[src/rtl/sa_axis_frame_tx.sv]
// ---------------------------------------------------------------------------
// sa_axis_frame_tx
//
// AXI4-Stream frame transmitter that feeds the systolic array's input
// stream. A frame is MAT_BEATS matrix beats followed by a run of vector
// beats, with tlast on the final vector beat. The host fills a local beat
// buffer through a simple write port; a start pulse then streams one frame
// out of that buffer, with full tready backpressure.
//
// Optional build macro:
//   SA_TX_WR_LOCK_EN  - when defined, buffer writes are refused while a frame
//                       is in flight and raise the sticky wr_err flag.
//                       When undefined, writes during a frame land at once
//                       and wr_err is tied low.
//
// Ports:
//   m00_axis_aclk    in   clock
//   m00_axis_areset  in   asynchronous reset, active-high
//   wr_en            in   buffer write strobe
//   wr_addr          in   buffer beat index (AW bits)
//   wr_data          in   beat data, lane 0 in the LSBs
//   cfg_vec_beats    in   vector beats for the next frame (0 = maximum)
//   start            in   single-cycle request to send one frame
//   busy             out  frame in progress
//   done             out  single-cycle pulse after the final beat is taken
//   wr_err           out  sticky flag: a write was refused
//   m00_axis_tdata   out  stream data
//   m00_axis_tvalid  out  stream valid
//   m00_axis_tready  in   stream ready
//   m00_axis_tlast   out  final beat of frame
// ---------------------------------------------------------------------------
module sa_axis_frame_tx #(
  parameter int DATA_WIDTH = 16,
  parameter int LANES      = 4,
  parameter int MAT_BEATS  = 3,
  parameter int VEC_BEATS  = 12,
  localparam int DEPTH     = MAT_BEATS + VEC_BEATS,
  localparam int AW        = $clog2(DEPTH),
  localparam int TW        = LANES * DATA_WIDTH
) (
  input  logic          m00_axis_aclk,
  input  logic          m00_axis_areset,
  input  logic          wr_en,
  input  logic [AW-1:0] wr_addr,
  input  logic [TW-1:0] wr_data,
  input  logic [AW:0]   cfg_vec_beats,
  input  logic          start,
  output logic          busy,
  output logic          done,
  output logic          wr_err,
  output logic [TW-1:0] m00_axis_tdata,
  output logic          m00_axis_tvalid,
  input  logic          m00_axis_tready,
  output logic          m00_axis_tlast
);

  localparam logic [AW:0] VEC_MAX = (AW+1)'(VEC_BEATS);
  localparam logic [AW:0] MAT_LEN = (AW+1)'(MAT_BEATS);
  localparam logic [AW:0] DEPTH_W = (AW+1)'(DEPTH);

  typedef enum logic {
    IDLE,
    SEND
  } state_t;

  state_t        state, state_nxt;
  logic [TW-1:0] beat_buf [DEPTH];
  logic [AW-1:0] idx, idx_nxt;
  logic [AW-1:0] last_idx, last_idx_nxt;
  logic [AW-1:0] idx_inc;
  logic [TW-1:0] tdata_nxt;
  logic          tlast_nxt;
  logic          done_nxt;
  logic          addr_ok;
  logic          wr_ok;
  logic          handshake;
  logic [AW:0]   vec_len;
  logic [AW:0]   frame_last_w;
  logic [AW-1:0] cfg_last;
  logic [TW-1:0] rd_first;
  logic [TW-1:0] rd_next;

  // valid and busy both mean "a frame is being presented", so they come
  // straight from the state register and fall with the async reset.
  assign busy            = (state == SEND);
  assign m00_axis_tvalid = (state == SEND);
  assign handshake       = m00_axis_tvalid && m00_axis_tready;
  assign idx_inc         = idx + AW'(1);
  assign addr_ok         = ({1'b0, wr_addr} < DEPTH_W);

`ifdef SA_TX_WR_LOCK_EN
  // Buffer is frozen for the whole frame; any write attempt during a frame
  // is refused and remembered until reset.
  assign wr_ok = wr_en && addr_ok && (state == IDLE);

  always_ff @(posedge m00_axis_aclk or posedge m00_axis_areset) begin
    if (m00_axis_areset) begin
      wr_err <= 1'b0;
    end else if (wr_en && (state == SEND)) begin
      wr_err <= 1'b1;
    end
  end
`else
  // Writes always land; the frame picks up new data for beats it has not
  // yet presented.
  assign wr_ok  = wr_en && addr_ok;
  assign wr_err = 1'b0;
`endif

  // Beat buffer: plain storage, deliberately not reset.
  always_ff @(posedge m00_axis_aclk) begin
    if (wr_ok) begin
      beat_buf[wr_addr] <= wr_data;
    end
  end

  // Buffer reads for the beat about to be loaded into the output register.
  // A write to that same address in the same cycle is forwarded so a beat
  // that is not yet on the bus always reflects the newest data, while the
  // beat currently presented stays untouched in the output register.
  always_comb begin
    rd_first = beat_buf[0];
    rd_next  = beat_buf[idx_inc];
    if (wr_ok && (wr_addr == '0)) begin
      rd_first = wr_data;
    end
    if (wr_ok && (wr_addr == idx_inc)) begin
      rd_next = wr_data;
    end
  end

  // Vector length for the next frame: zero or anything above the buffer's
  // vector region means "use the full vector region". The result is the
  // index of the final beat, which always fits in AW bits.
  always_comb begin
    vec_len = cfg_vec_beats;
    if ((cfg_vec_beats == '0) || (cfg_vec_beats > VEC_MAX)) begin
      vec_len = VEC_MAX;
    end
    frame_last_w = MAT_LEN + vec_len - (AW+1)'(1);
    cfg_last     = frame_last_w[AW-1:0];
  end

  // Next-state and output logic. The output register is loaded with the
  // next beat on the same edge that accepts the current one, so beats flow
  // back-to-back; on a stall nothing is loaded and tdata/tlast hold.
  always_comb begin
    state_nxt    = state;
    idx_nxt      = idx;
    last_idx_nxt = last_idx;
    tdata_nxt    = m00_axis_tdata;
    tlast_nxt    = m00_axis_tlast;
    done_nxt     = 1'b0;
    case (state)
      IDLE: begin
        tdata_nxt = '0;
        tlast_nxt = 1'b0;
        if (start) begin
          state_nxt    = SEND;
          idx_nxt      = '0;
          last_idx_nxt = cfg_last;
          tdata_nxt    = rd_first;
          tlast_nxt    = (cfg_last == '0);
        end
      end
      SEND: begin
        if (handshake) begin
          if (idx == last_idx) begin
            state_nxt = IDLE;
            idx_nxt   = '0;
            tdata_nxt = '0;
            tlast_nxt = 1'b0;
            done_nxt  = 1'b1;
          end else begin
            idx_nxt   = idx_inc;
            tdata_nxt = rd_next;
            tlast_nxt = (idx_inc == last_idx);
          end
        end
      end
    endcase
  end

  // State and output registers; reset abandons any frame in flight.
  always_ff @(posedge m00_axis_aclk or posedge m00_axis_areset) begin
    if (m00_axis_areset) begin
      state          <= IDLE;
      idx            <= '0;
      last_idx       <= '0;
      m00_axis_tdata <= '0;
      m00_axis_tlast <= 1'b0;
      done           <= 1'b0;
    end else begin
      state          <= state_nxt;
      idx            <= idx_nxt;
      last_idx       <= last_idx_nxt;
      m00_axis_tdata <= tdata_nxt;
      m00_axis_tlast <= tlast_nxt;
      done           <= done_nxt;
    end
  end

endmodule

[config.mk]
export PLATFORM = sky130hd
export DESIGN_NAME = sa_axis_frame_tx
export DESIGN_NICKNAME = d
export VERILOG_FILES = /design/src/rtl/sa_axis_frame_tx.sv
export SDC_FILE = /design/constraint.sdc
export NUM_CORES = 1
export LEC_CHECK = 0
export BUFFER_PORTS_ARGS = -buffer_cell sky130_fd_sc_hd__buf_4
export CAP_MARGIN = 30
export CORE_MARGIN = 1
export CORE_UTILIZATION = 57
export DETAILED_ROUTE_END_ITERATION = 12
export PLACE_DENSITY = 0.74
export SYNTH_ARGS = -nofsm -noshare
export SYNTH_HDL_FRONTEND = slang
export SYNTH_SLANG_ARGS = --single-unit
export TNS_END_PERCENT = 100
[constraint.sdc]
create_clock -name m00_axis_aclk -period 3.08 [get_ports m00_axis_aclk]
set_input_delay 0.308 -clock m00_axis_aclk [delete_from_list [all_inputs] [get_ports m00_axis_aclk]]
set_output_delay 0.308 -clock m00_axis_aclk [all_outputs]
set_load 0.01 [all_outputs]
-- Word level (Yosys, flattened, before mapping)
Memories as Yosys holds them, arrays and structs flattened.
Index checks and enable logic that the tools add are counted.
- register bits after elaboration: 75
- bits in writable memories: 960
- input bits: 78
- output and inout bits: 69
- memories: 1
- memories (memory ; words ; bits a word ; read ports ; clocked after Yosys merged registers in ; write ports ; line ; RTL):
    beat_buf ; 15 ; 64 ; 2 ; 0 ; 1 ; 67 ; logic [TW-1:0] beat_buf [DEPTH];
- add/subtract/negate cells: 3
- $lt $le $gt $ge: 2
- eq/ne operators: 5
- multiplexer cells: 24
- bitwise gates (word level): 1
- reduce and logical (&&, ||, !) cells: 10
- operator list (operator ; number):
    $mux 64 ; 5
    $pmux 64 s2 ; 1
    $mux 4 ; 4
    $eq 4x4->1 ; 3
    $mux 1 ; 11
    $logic_not 4->1 ; 2
    $pmux 4 s2 ; 1
    $gt 5x4->1 const B ; 1
    $logic_not 5->1 ; 1
    $add 2x4->4 const A ; 1
    $add 4x1->4 const B ; 1
    $logic_and 1x1->1 ; 4
    $lt 4x4->1 const B ; 1
    $pmux 1 s2 ; 2
    $reduce_and 2->1 ; 2
    $sub 4x1->4 const B ; 1
    $ne 2x1->1 const B ; 1
    $ne 2x2->1 const B ; 1
    $logic_or 1x1->1 ; 1
    $not 1->1 ; 1

-- Depth between registers and ports, before layout
Gate-level depths: netlist of the first run.
- depth after elaboration: 8
- gate-level depth with buffers: 9
- mapped depth without buffers: 6

-- Worst setup path before layout of the first run
Ideal clock, no wire load.
- path kind: input port to flip-flop
- from: input port wr_addr[1]
- to: memory beat_buf[1][0] (netlist name), enable pin
- library setup time: 0.565 ns
- arrival: 4.870 ns
- required time: 2.515 ns
- path slack: -2.355 ns
- cell stages on the path: 2
- buffers on the path: 0
- path through: nand3b_1 > nor3_1
- cells in the longest elaborated chain, start to end: 4
- RTL lines (element ; line ; RTL):
    from (decl) ; 44 ; input logic [AW-1:0] wr_addr,
    $lt 4x4->1 ; 89 ; assign addr_ok = ({1'b0, wr_addr} < DEPTH_W);
    $logic_and 1x1->1 ; 106 ; assign wr_ok = wr_en && addr_ok;
    $mux 1 ; 112 ; if (wr_ok) begin
    $mux 1 (not written as such) ; 113 ; beat_buf[wr_addr] <= wr_data;
    to (decl) ; 67 ;
Several ways; a longest one is shown, not always the timed one.

-- Final worst setup path of the first run
- from: register idx[1]
- to: register m00_axis_tdata[48]
- cells in the longest elaborated chain, start to end: 7
- elaborated cells between the ends (all ways): 9
- RTL lines (element ; line ; RTL):
    from (decl) ; 68 ; logic [AW-1:0] idx, idx_nxt;
    from (signal assigned) ; 195 ; idx <= idx_nxt;
    branches (longest 4 deep; another with $mem_v2 15x64) ; - ;
    $mux 64 * ; 168 ; if (idx == last_idx) begin
    $mux 64 * ; 167 ; if (handshake) begin
    $pmux 64 s2 * ; 154 ; case (state)
    to (signal assigned) ; 197 ; m00_axis_tdata <= tdata_nxt;
    to (decl) ; 51 ; output logic [TW-1:0] m00_axis_tdata,
Every way passes the cells marked *. The select of a mux whose other input is x is not followed.
A chain may end at the register's enable or synchronous reset.

==> results of run 1 <==
critical path, stage by stage, from the launching register on:
cell and delay, ps:
sky130_fd_sc_hd__dfrtp_1 470, sky130_fd_sc_hd__ha_4 490, sky130_fd_sc_hd__buf_12 350, sky130_fd_sc_hd__mux4_2 370, sky130_fd_sc_hd__a211oi_1 390, sky130_fd_sc_hd__nor3_1 100, sky130_fd_sc_hd__o32a_1 350
final cells by class:
class                           count  area [um2]  area share [%]
Antenna cell                        4        10.0          0.0210
Clock buffer                      142        2850            5.96
Clock inverter                     45         402           0.841
Inverter                            3        13.8          0.0288
Multi-Input combinational cell    923        9840            20.6
Sequential cell                  1035       30700            64.3
Tap cell                          950        1190            2.49
Timing Repair Buffer              284        2740            5.74
kinds of logic (layout without fill, tap and decap cells):
| kind of cell | after synthesis | after routing |
|---|---|---|
| fa+ha+maj | 2 | 2 |
| other cells | 1 | 5 |
| xor+xnor | 15 | 15 |
| compound gates | 336 | 336 |
| simple gates | 248 | 248 |
| flops | 1035 | 1035 |
| mux | 321 | 321 |
| buf+inv | 147 | 474 |
power by group:
part / internal [W] / switching [W] / total (W)
combinational: 0.00685 / 0.00776 / 0.0146
sequential: 0.0162 / 0.000636 / 0.0168
clock: 0.00701 / 0.00505 / 0.0121
worst max-delay path by stage:
stage               cells after the start                 end        from
floorplan                               2      beat_buf[4][0]  wr_addr[0]
global placement                        8  m00_axis_tdata[21]  wr_addr[0]
detailed placement                      8  m00_axis_tdata[26]  wr_addr[0]
CTS                                     6   m00_axis_tdata[2]      idx[0]
global route                            6   m00_axis_tdata[5]      idx[0]
finish                                  6  m00_axis_tdata[48]      idx[1]
registers in the layout, indices dropped and copies added (netlist names):
register and cells:
m00_axis_tdata 64, idx 4, done 1, busy 1, beat_buf 960, last_idx 4, m00_axis_tlast 1
metrics by stage:
stage | TNS, ps | worst slack [ps]
3_3_place_gp | 0 | 396
2_1_floorplan | -635390 | -926
5_1_grt | 0 | 245
4_1_cts | 0 | 355
3_5_place_dp | 0 | 377
6_report | 0 | 378
per-layer routing:
metal	part of all wire [%]	GRT usage (%)	vias to the layer above
li1	-	-	9245
met1	39	38.3	11702
met2	49	43.9	1124
met3	9.5	4.49	162
met4	2.1	7.58	4
met5	0.028	0	-
cells in the mapped netlist (40+ instances only):
| cell | n | area, um2 |
|---|---|---|
| sky130_fd_sc_hd__a211oi_1 | 128 | 961 |
| sky130_fd_sc_hd__and2_1 | 66 | 413 |
| sky130_fd_sc_hd__buf_2 | 40 | 200 |
| sky130_fd_sc_hd__clkbuf_1 | 70 | 263 |
| sky130_fd_sc_hd__dfrtp_1 | 75 | 1880 |
| sky130_fd_sc_hd__edfxtp_1 | 960 | 28800 |
| sky130_fd_sc_hd__mux2i_1 | 128 | 1280 |
| sky130_fd_sc_hd__mux4_2 | 192 | 4320 |
| sky130_fd_sc_hd__nor2b_1 | 65 | 407 |
| sky130_fd_sc_hd__nor3_1 | 74 | 370 |
| sky130_fd_sc_hd__o21ai_0 | 71 | 355 |
| sky130_fd_sc_hd__o22ai_1 | 64 | 400 |
| sky130_fd_sc_hd__o32a_1 | 64 | 641 |
repair_timing:
action,4_1_cts,5_1_grt
hold buffers,68,0
hold endpoints to repair,998,0
buffers inserted,0,0
resized for setup,0,0
==> impl_summary.md, run 1 <==
Timing
The worst pin sits at a relative slew slack of 48.5%. The routed design could run at a clock period as short as around 2700 ps. The final setup violation count is 0. Timing would allow up to approximately 370 MHz. The final max-slew violation count is 0. For the final database, setup skew stands at 20.6 ps. The final count of hold timing violations was 0.

The post-route fraction of the period consumed by the critical path is slightly below 90%. The worst-case hold slack is ~21 ps. For the pin with the worst max-slew slack, the measured transition is a little under 800 ps. Setup repair after global routing left no endpoint under its margin.

CTS
For the worst-skew pair, the clock arrives at the later sink with an insertion delay of around 660 ps. The total clock sinks is ~1000. The clock passes through at most 3 buffers.

The root cell of the clock tree is sky130_fd_sc_hd__clkbuf_16. TritonCTS built the clock tree. The H-tree was split into 3 levels. After clock tree synthesis, the clock-pin slew on the worst setup and hold paths is approximately 70 ps. The number of clock buffers inserted by TritonCTS is 100.

Power
VDD sags by at most 0.00127 V. The power per cell area is slightly above 900 mW/mm2. Total power for the finished layout comes to between 0.04 and 0.05 W. The analysis attributes to cell leakage a power of ~15 nW.

Global route
Entering global routing, the biggest net connects between 60 and 70 pins. For this run, the total global-route usage over all layers was measured as 27.0%. The number of global-route vias before repair came to 22864. The first global-routing pass estimated roughly 140000 um of wire. Summed over all layers, the global routing overflow is 0.

The initial antenna violation count is 4.

Die
Once the floorplan was initialized, standard cells occupied a little under three fifths of the core. The area of the placeable core is 0.0714 mm2. The die outline height is 270 um. The die outline width is between 200 and 300 um.

The die covers ~0.073 mm2. The number of I/O pins is 147. The number of standard-cell rows in the floorplan is between 90 and 100.

Synthesis
Summing the areas of all compound-gate instances in the mapped netlist gives between 5 and 6% of the synthesized area. The number of nets handed over by synthesis was 2185. The number of flops mapped to enable cells by yosys is 960. The synthesized flop and latch total is 1035. After technology mapping, the gate count stands at 2105. The proportion of synthesized area in mux cells is between 10% and 20%. Of all flip-flops after synthesis, the portion carrying an async set or reset was around 7.2%. After Yosys synthesis, XOR and XNOR cells account for 0.353% of the synthesized area.

After synthesis, flip-flops and latches occupy 74.8% of the total area. Of the total synthesized cell area, the portion taken by AND, OR, NAND and NOR gates is roughly 3.4%. Summing the areas of all fa, ha and maj instances in the mapped netlist gives less than 1% of the synthesized area. Yosys printed 0 warnings.

The post-synthesis cell area is about 0.04 mm2. The count of unique library cells instantiated by Yosys is 42. The most used flip-flop cell after synthesis is sky130_fd_sc_hd__edfxtp_1.

The synthesized area per cell is roughly 20 um2. The main combinational cell family by area after synthesis is multiplexers.

Final layout
The share of the core filled with cells is between 60% and 70%. In the final design database the tool counted about 2400 nets. The ratio of cells with drive above 1 in the final layout is between 20% and 30%.

The most common cell after layout, fill and taps aside is sky130_fd_sc_hd__edfxtp_1. In the layout the commonest cells are sky130_fd_sc_hd__edfxtp_1 (960), sky130_fd_sc_hd__mux4_2 (192), sky130_fd_sc_hd__buf_4 (181). The filler cell count is 4522.

The finished cells cover roughly 0.048 mm2. The number of cells in the finished layout apart from fillers is between 3000 and 4000. The area growth from synthesis to layout is 16.3%.

Drt
The total wire length is ~98000 um. The number of antenna-violating nets in the routed design is 0. For this run, design rule violations remaining after detail routing come to 0.

The total number of vias is around 22000. The via count normalized by instance count is ~6.6. In the final routed layout, each cell accounts on average for around 29 um. The number of detailed-route iterations in the first pass is 6. For this block, the initial DRC count from the detailed router was ~2500.

Min path
The class of the worst hold path is in -> reg. The destination of the worst hold path is last_idx[1]. The critical hold path startpoint is cfg_vec_beats[1]. The hold-critical path depth is 3.

Flow run
Max-cap violations in this run came to 0.

Placement
The wire-length estimate of the detail-placed layout is between 40000 and 50000 um. Once placement completed, the tool counted placed cells totaling between 3000 and 4000. In this run the cell area measured after placement is roughly 0.044 mm2. Port buffering added roughly 150 buffers. The placer's final routability congestion estimate is 0.769.

Setup path
The source of the worst register-to-register timing path is idx[1]. The critical path data arrival time is 3250 ps. The reg-to-reg endpoint is m00_axis_tdata[48].

Along the worst path, the maximum fanout reaches 61. The cell count of the worst reg-to-reg path is 6. Data on the critical path is required at its endpoint by ~3600 ps. The element type at the critical path start is a flop. The slack of the worst reg-to-reg path is roughly 380 ps. The kind of capture point of the worst setup path is a flop. The critical path is of the reg -> reg type.

Run status
The run finished with clean final reports.
(Power assumes the default switching activity.)
==> run 2, diff against run 1 <==
- PLACE_DENSITY: 0.74 -> unset
- PLACE_DENSITY_LB_ADDON: unset -> 0.3
==> run 2 against run 1 <==
  * Die area unchanged
  * Critical path type unchanged
  * Cell area about the same
  * Register-to-register slack lost 240 ps
  * Count of clock-buffer cells in the layout grew 1
  * Sequential power about the same
  * Clock power barely moved
==> impl_summary.md, run 2 (synthesized netlist as in run 1, its figures left out) <==
Run status
The run finished with clean final reports.

Setup path
The largest individual stage delay along the critical path comes from the cell sky130_fd_sc_hd__dfrtp_4. The most used cell along the critical path is sky130_fd_sc_hd__a211oi_1. The path type of the worst setup path is reg -> reg. The kind of capture point of the worst setup path is a flop. The critical path required time came to 3600 ps (-20 ps). The critical path's top delay family is buffers and inverters. Walking the worst path, the cells encountered are ha_4 > inv_2 > buf_4 > buf_6 > a211oi_1 > a211oi_1 > nor3_1 > o32a_1. The critical path buffer and inverter count is 3 (+2). The element type at the critical path start is a flop. The peak per-stage delay on the critical path is 540 ps (+50 ps). The critical path data arrival time is 3460 ps (+210 ps). The maximum net fanout on the critical path was 36 (-41%).

Die
The die outline height was 270 um (unchanged). The number of standard-cell rows in the floorplan was 98 (unchanged). The area of the placeable core came to 0.0714 mm2 (unchanged). The die outline width is 270 um (unchanged). The number of I/O pins was 147 (unchanged). The effective utilization at floorplan is 57.6% (unchanged).

The die area came to 0.0731 mm2 (unchanged).

Drt
The total wire length is 98500 um (+0.61%). The total number of vias was 22264 (+0.12%). The number of antenna-violating nets in the routed design was 0 (unchanged). The routed length per placed instance came to 29.1 um (+0.61%).

The post-detailed-route DRC marker count is 0 (unchanged). The via count normalized by instance count is 6.58 (+0.12%). The number of DRC markers in iteration 0 is 2565 (+0.94%).

The number of detailed-route iterations in the first pass is 5 (-1).

Power
The internal power contribution is 0.0302 W (+0.47%). The peak ir drop on the vdd network is 0.00156 V (+23%). The power share of the combinational group is 33.8% (+0.2 points).

The leakage power was 15.4 nW (+0.28%). The power share of the sequential group is 38.4% (-0.2 points). The power per cell area is 913 mW/mm2 (+0.33%). The net load switching power is 0.0135 W (+0.26%). The switching fraction of total power is 30.9% (-0.045 points). The share of power burned in the clock network is 27.9% (+0.2 points).

Placement
The post-placement worst setup slack came to 11.2 ps (-366 ps). The placer's final routability congestion estimate was 0.781 (+1.6%). The placed wire-length estimate after detailed placement was 49600 um (+1.1%). The number of I/O port buffers is 145 (unchanged).

The cell total after placement is 3130 (+0.096%).

Min path
The tightest min-delay check is of the in -> reg type.

CTS
The total clock sinks came to 1035 (unchanged). The depth of the CTS H-tree is 3 (unchanged). The clock latency of the later-clocked register in the worst-skew pair is 640 ps (-20 ps).

The maximum number of buffers from clock root to sink is 3 (unchanged). TritonCTS built the clock tree. The clock slew seen by the registers of the worst setup and hold paths is 70 ps (about the same). The number of clock buffers inserted by TritonCTS is 101 (+1.0%).

The buffer count from post-CTS setup fixing came to 0 (unchanged). The root cell of the clock tree is sky130_fd_sc_hd__clkbuf_16.

Timing
The post-route setup TNS is 0 ps (unchanged). The minimum setup slack in the final design came to 141 ps (-237 ps). The worst-margin pin slew is 957 ps (+185 ps).

The final max-slew violation count is 0 (unchanged). Setup repair after global routing left no endpoint under its margin. The final critical delay including setup and external delays was 2940 ps (+237 ps). The post-route fraction of the period consumed by the critical path was 95.4% (+7.7 points). The final count of hold timing violations is 0 (unchanged).

The maximum achievable frequency is 340 MHz (-8.1%). The max-slew headroom at the worst pin is 36.2% (-12 points). The clock skew after layout is 21.7 ps (+1.12 ps). The final setup violation count is 0 (unchanged).

Global route
The total global routing overflow came to 0 (unchanged). The number of global-route vias before repair is 23178 (+1.4%). The combined global-route utilization of all metal layers is 27.3% (+0.30 points).

The first-pass GRT wire length came to 147000 um (+1.2%). The initial antenna violation count is 6 (+2). The pin count of the biggest net entering global routing was 120 (+82%).

Final layout
Counting flops per register, the top entry is beat_buf. In the final layout, the registers with the most flip-flops are beat_buf x960, m00_axis_tdata x64. The ratio of cells with drive above 1 in the final layout is 24.1% (+0.11 points). The number of flip-flops under the largest register name is 960 (unchanged). The relative area change from synthesis to final layout is 16.3% (about the same).

The library cell used most frequently in the layout, excluding fill and tap cells, is sky130_fd_sc_hd__edfxtp_1. The final layout net count is 2432 (+0.21%). The library cells used most frequently in the layout, excluding fill and tap cells, are sky130_fd_sc_hd__edfxtp_1 (960), sky130_fd_sc_hd__mux4_2 (192), sky130_fd_sc_hd__buf_4 (185).

The number of cells in the finished layout apart from fillers is 3386 (unchanged).

Flow run
The count of max-cap constraint violations was 0 (unchanged).
-- run 2: worst paths after layout --
path	start	to	slack, ps	depth (start not counted)
max in group asynchronous	m00_axis_areset	m00_axis_tdata[26]	1950	4
hold / removal	cfg_vec_beats[1]	last_idx[1]	70	3
min in group asynchronous	m00_axis_areset	last_idx[2]	280	3
hold reg to reg	m00_axis_tdata[51]	m00_axis_tdata[51]	500	1
setup reg to reg	idx[0]	m00_axis_tdata[30]	140	8
setup / recovery	idx[0]	m00_axis_tdata[30]	140	8
-- run 2: layout make-up --
class / instances / area (um2)
clock inverter: 41 / 425
clock buffer: 143 / 2850
tap: 950 / 1190
multi-input combinational: 923 / 9840
timing repair buffer: 288 / 2750
antenna: 3 / 7.51
inverter: 3 / 13.8
sequential: 1035 / 30700
fill: 4550 / 23600
-- run 2: repair_timing --
action | CTS | global route
hold buffers | 68 | 0
hold endpoints to repair | 991 | 0
setup endpoints to repair | 2 | 16
pin swaps | 0 | 0
resized for setup | 1 | 3
-- run 2: stage by stage --
stage | util [%] | hold WS [ps] | cell area (um2) | total power (W)
floorplan | - | 407 | 41100 | 0.0268
global placement | 61.3 | 406 | 43800 | 0.0312
detailed placement | 61.3 | 413 | 43800 | 0.0316
CTS | 66.9 | 33.8 | 47700 | 0.0438
global route | 67.0 | 75.6 | 47800 | 0.0454
finish | 67.0 | 70.7 | 47800 | 0.0436
-- run 2: power groups by stage --
stage	clock network, W	logic (W)	registers (W)
finish	0.0122	0.0147	0.0167
global route	0.0129	0.0157	0.0168
CTS	0.0123	0.0147	0.0167
detailed placement	0	0.0145	0.0170
global placement	0	0.0142	0.0170
floorplan	0	0.00985	0.0170
-- run 2: tightest hold or removal path: stages --
cell and delay (ps):
sky130_fd_sc_hd__buf_4 90, sky130_fd_sc_hd__and2_1 170, sky130_fd_sc_hd__o21ai_0 100
-- run 2: routing by layer --
metal  vias up  share of wire [%]  global-route usage, %
met4         6                2.9                   9.69
met5         -              0.046                      0
li1       9243                  -                      -
met2      1210                 49                   44.2
met1     11584                 38                   37.3
met3       221                9.8                   5.57
==> run 3, diff against run 2 <==
- BUFFER_PORTS_ARGS: -buffer_cell sky130_fd_sc_hd__buf_4 -> -buffer_cell sky130_fd_sc_hd__buf_2
- SKIP_LAST_GASP: unset -> 1
==> run 3 against run 2 <==
  * Via count decreased by 1.3%
  * Worst hold slack got worse by 39 ps
  * Clock skew up 1.4 ps
  * Register-to-register slack improved by 150 ps
  * Maximum frequency grew 5.5%
  * Sequential share of layout area increased by 1.2 points
  * Critical path type unchanged
  * Flip-flop and latch count stayed put
  * Clock power is essentially flat
  * Global-route usage fell by 0.43 points
  * Worst setup slack better by 150 ps
==> impl_summary.md, run 3 (synthesized netlist as in run 1, its figures left out) <==
Global route
The number of global-route vias before repair is 22652 (-2.3%). The pin count of the biggest net entering global routing was 93 (-23%). The first-pass GRT wire length came to 144000 um (-1.6%). The combined global-route utilization of all metal layers is 26.9% (-0.43 points). The total global routing overflow came to 0 (unchanged). The initial antenna violation count is 13 (+7).

Final layout
Leaving out fill and tap cells, the most frequent cells in the layout are sky130_fd_sc_hd__edfxtp_1 (960), sky130_fd_sc_hd__mux4_2 (192), sky130_fd_sc_hd__buf_2 (145). The most common cell after layout, fill and taps aside is sky130_fd_sc_hd__edfxtp_1. The register with the most flip-flops in the final layout is beat_buf. The number of flip-flops under the largest register name is 960 (unchanged). The final layout net count is 2370 (-2.5%). The largest registers in the layout are beat_buf x960, m00_axis_tdata x64. The filler cell count came to 4648 (+2.2%). The ratio of cells with drive above 1 in the final layout came to 25.1% (+1.1 points). The share of the core filled with cells is 65.7% (-1.2 points). The post-layout instance area is 0.0469 mm2 (-1.9%). The relative area change from synthesis to final layout is 14.2%.

Setup path
The worst register-to-register path begins at idx[0]. The first element of the critical path is idx[0]. The peak per-stage delay on the critical path is 580 ps (+40 ps).

Walking the worst path, the cells encountered are ha_4 > buf_12 > buf_12 > mux4_2 > o22ai_1 > nor3_1 > o32a_1. The critical path buffer and inverter count is 2 (-1). The critical path required time is 3610 ps (about the same). The worst setup path is launched from a flop.

The slack of the worst reg-to-reg path is 290 ps (+150 ps). The kind of cell with the highest combined delay along the critical path is flip-flops. The critical path data arrival time came to 3320 ps (-140 ps). The path type of the worst setup path is reg -> reg.

By instance count, the cell type seen most on the critical path is sky130_fd_sc_hd__buf_12. STA classifies the critical path endpoint as a flop. The maximum net fanout on the critical path came to 34 (-5.6%). On the critical path, the stage with the largest delay is an instance of sky130_fd_sc_hd__dfrtp_4.

CTS
The total clock sinks is 1035 (unchanged). The root buffer cell chosen for the clock tree is sky130_fd_sc_hd__clkbuf_16. The number of clock buffers inserted by TritonCTS was 100 (-0.99%). The number of gates resized after CTS came to 0 (-1). The depth of the CTS H-tree is 3 (unchanged). The maximum number of buffers from clock root to sink was 3 (unchanged).

The clock slew seen by the registers of the worst setup and hold paths is 70 ps (about the same). TritonCTS built the clock tree. The clock latency of the later-clocked register in the worst-skew pair was 660 ps (+20 ps).

Placement
The number of I/O port buffers is 145 (unchanged). The total cell area at the placement stage is 0.0435 mm2 (-0.61%). The placed wire-length estimate after detailed placement is 49500 um (-0.11%).

The placer's final routability congestion estimate is 0.765 (-2.1%).

Die
The number of standard-cell rows in the floorplan came to 98 (unchanged). The die outline width was 270 um (unchanged). The number of I/O pins is 147 (unchanged).

The effective utilization at floorplan is 57.6% (unchanged). The die outline height is 270 um (unchanged). The die area is 0.0731 mm2 (unchanged).

The area of the placeable core is 0.0714 mm2 (unchanged).

Power
The peak ir drop on the vdd network is 0.00102 V (-35%). The power per cell area is 925 mW/mm2 (+1.3%). The total chip power was 0.0434 W (-0.58%). The leakage power was 15.0 nW (-2.3%).

Drt
The number of DRC markers in iteration 0 is 2634 (+2.7%). The post-detailed-route DRC marker count is 0 (unchanged). The routed length per placed instance is 29.4 um (+0.99%). The number of detailed-route iterations in the first pass is 5 (unchanged). The total number of vias is 21982 (-1.3%). The via count normalized by instance count was 6.61 (+0.48%).

The number of antenna-violating nets in the routed design is 0 (unchanged). The total wire length is 97700 um (-0.77%).

Timing
The final max-slew violation count is 0 (unchanged). The final setup violation count was 0 (unchanged). The final count of hold timing violations came to 0 (unchanged). Setup repair after global routing left no endpoint under its margin. The maximum achievable frequency is 359 MHz (+5.5%). The post-route fraction of the period consumed by the critical path was 90.5% (-5.0 points). The final critical delay including setup and external delays is 2790 ps (-153 ps).

The max-slew headroom at the worst pin is 43.5% (+7.3 points). The post-route setup TNS is 0 ps (unchanged). The worst-case hold slack is 31.5 ps (-39.2 ps). The clock skew after layout was 23.2 ps (+1.44 ps). The worst-margin pin slew was 847 ps (-110 ps).

Min path
The critical hold path startpoint is wr_data[3]. In this run the worst hold path is classified as in -> reg.

Run status
The run finished with clean final reports.

Flow run
The count of max-cap constraint violations is 0 (unchanged).
run 3: cell types whose count changed in the layout (fill, tap and decap cells not counted), moves of 2 or more:
cell	before	now
sky130_fd_sc_hd__buf_4	185	39
sky130_fd_sc_hd__buf_2	0	145
sky130_fd_sc_hd__dlygate4sd3_1	68	6
sky130_fd_sc_hd__buf_12	29	37
sky130_fd_sc_hd__clkbuf_1	28	22
sky130_fd_sc_hd__clkinvlp_4	0	6
sky130_fd_sc_hd__buf_6	3	0
sky130_fd_sc_hd__clkbuf_8	12	15
sky130_fd_sc_hd__buf_16	2	0
sky130_fd_sc_hd__clkinv_1	13	11
run 3: final timing paths:
kind,cells past startpoint,to
hold reg to reg,1,m00_axis_tdata[52]
min in group asynchronous,3,done
setup / recovery,7,m00_axis_tdata[21]
hold / removal,1,beat_buf[6][3]
max in group asynchronous,4,m00_axis_tdata[31]
setup reg to reg,7,m00_axis_tdata[21]
run 3: per-stage QoR:
| step | instances | worst slack, ps |
|---|---|---|
| after global placement | 3132 | 363 |
| after CTS | 3324 | 280 |
| after detailed placement | 3132 | 295 |
| after floorplan | 2105 | -926 |
| after global routing | 3326 | 214 |
| final | 3327 | 294 |
run 3: power breakdown:
group	total (W)	leakage, nW	internal [W]	switching [W]
registers	0.0167	9.53	0.0162	0.000594
logic	0.0144	3.89	0.00658	0.00778
clock network	0.0123	1.62	0.00713	0.00516
total	0.0434	15.0	0.0299	0.0135
run 3: repair_timing:
action	CTS	global route
setup buffers	0	0
endpoints found under the hold margin	72	0
hold buffers	6	0
run 3: cell type report:
type,count,area (um2),area share (%)
diodes,3,7.51,0.0160
clock buffers,139,2840,6.06
clock inverters,47,482,1.03
inverters,3,13.8,0.0293
multi-input cells,923,9840,21.0
flip-flops and latches,1035,30700,65.5
well taps,950,1190,2.53
repair buffers,227,1820,3.88
run 3: per-layer routing:
layer	part of all wire (%)	wire length [um]	global-route usage (%)	up-vias
li1	-	-	-	9119
met1	39	37800	37.4	11535
met2	49	48200	43.7	1134
met3	9.8	9600	5.29	174
met4	2.0	1920	7.98	20
met5	0.13	124	0	-
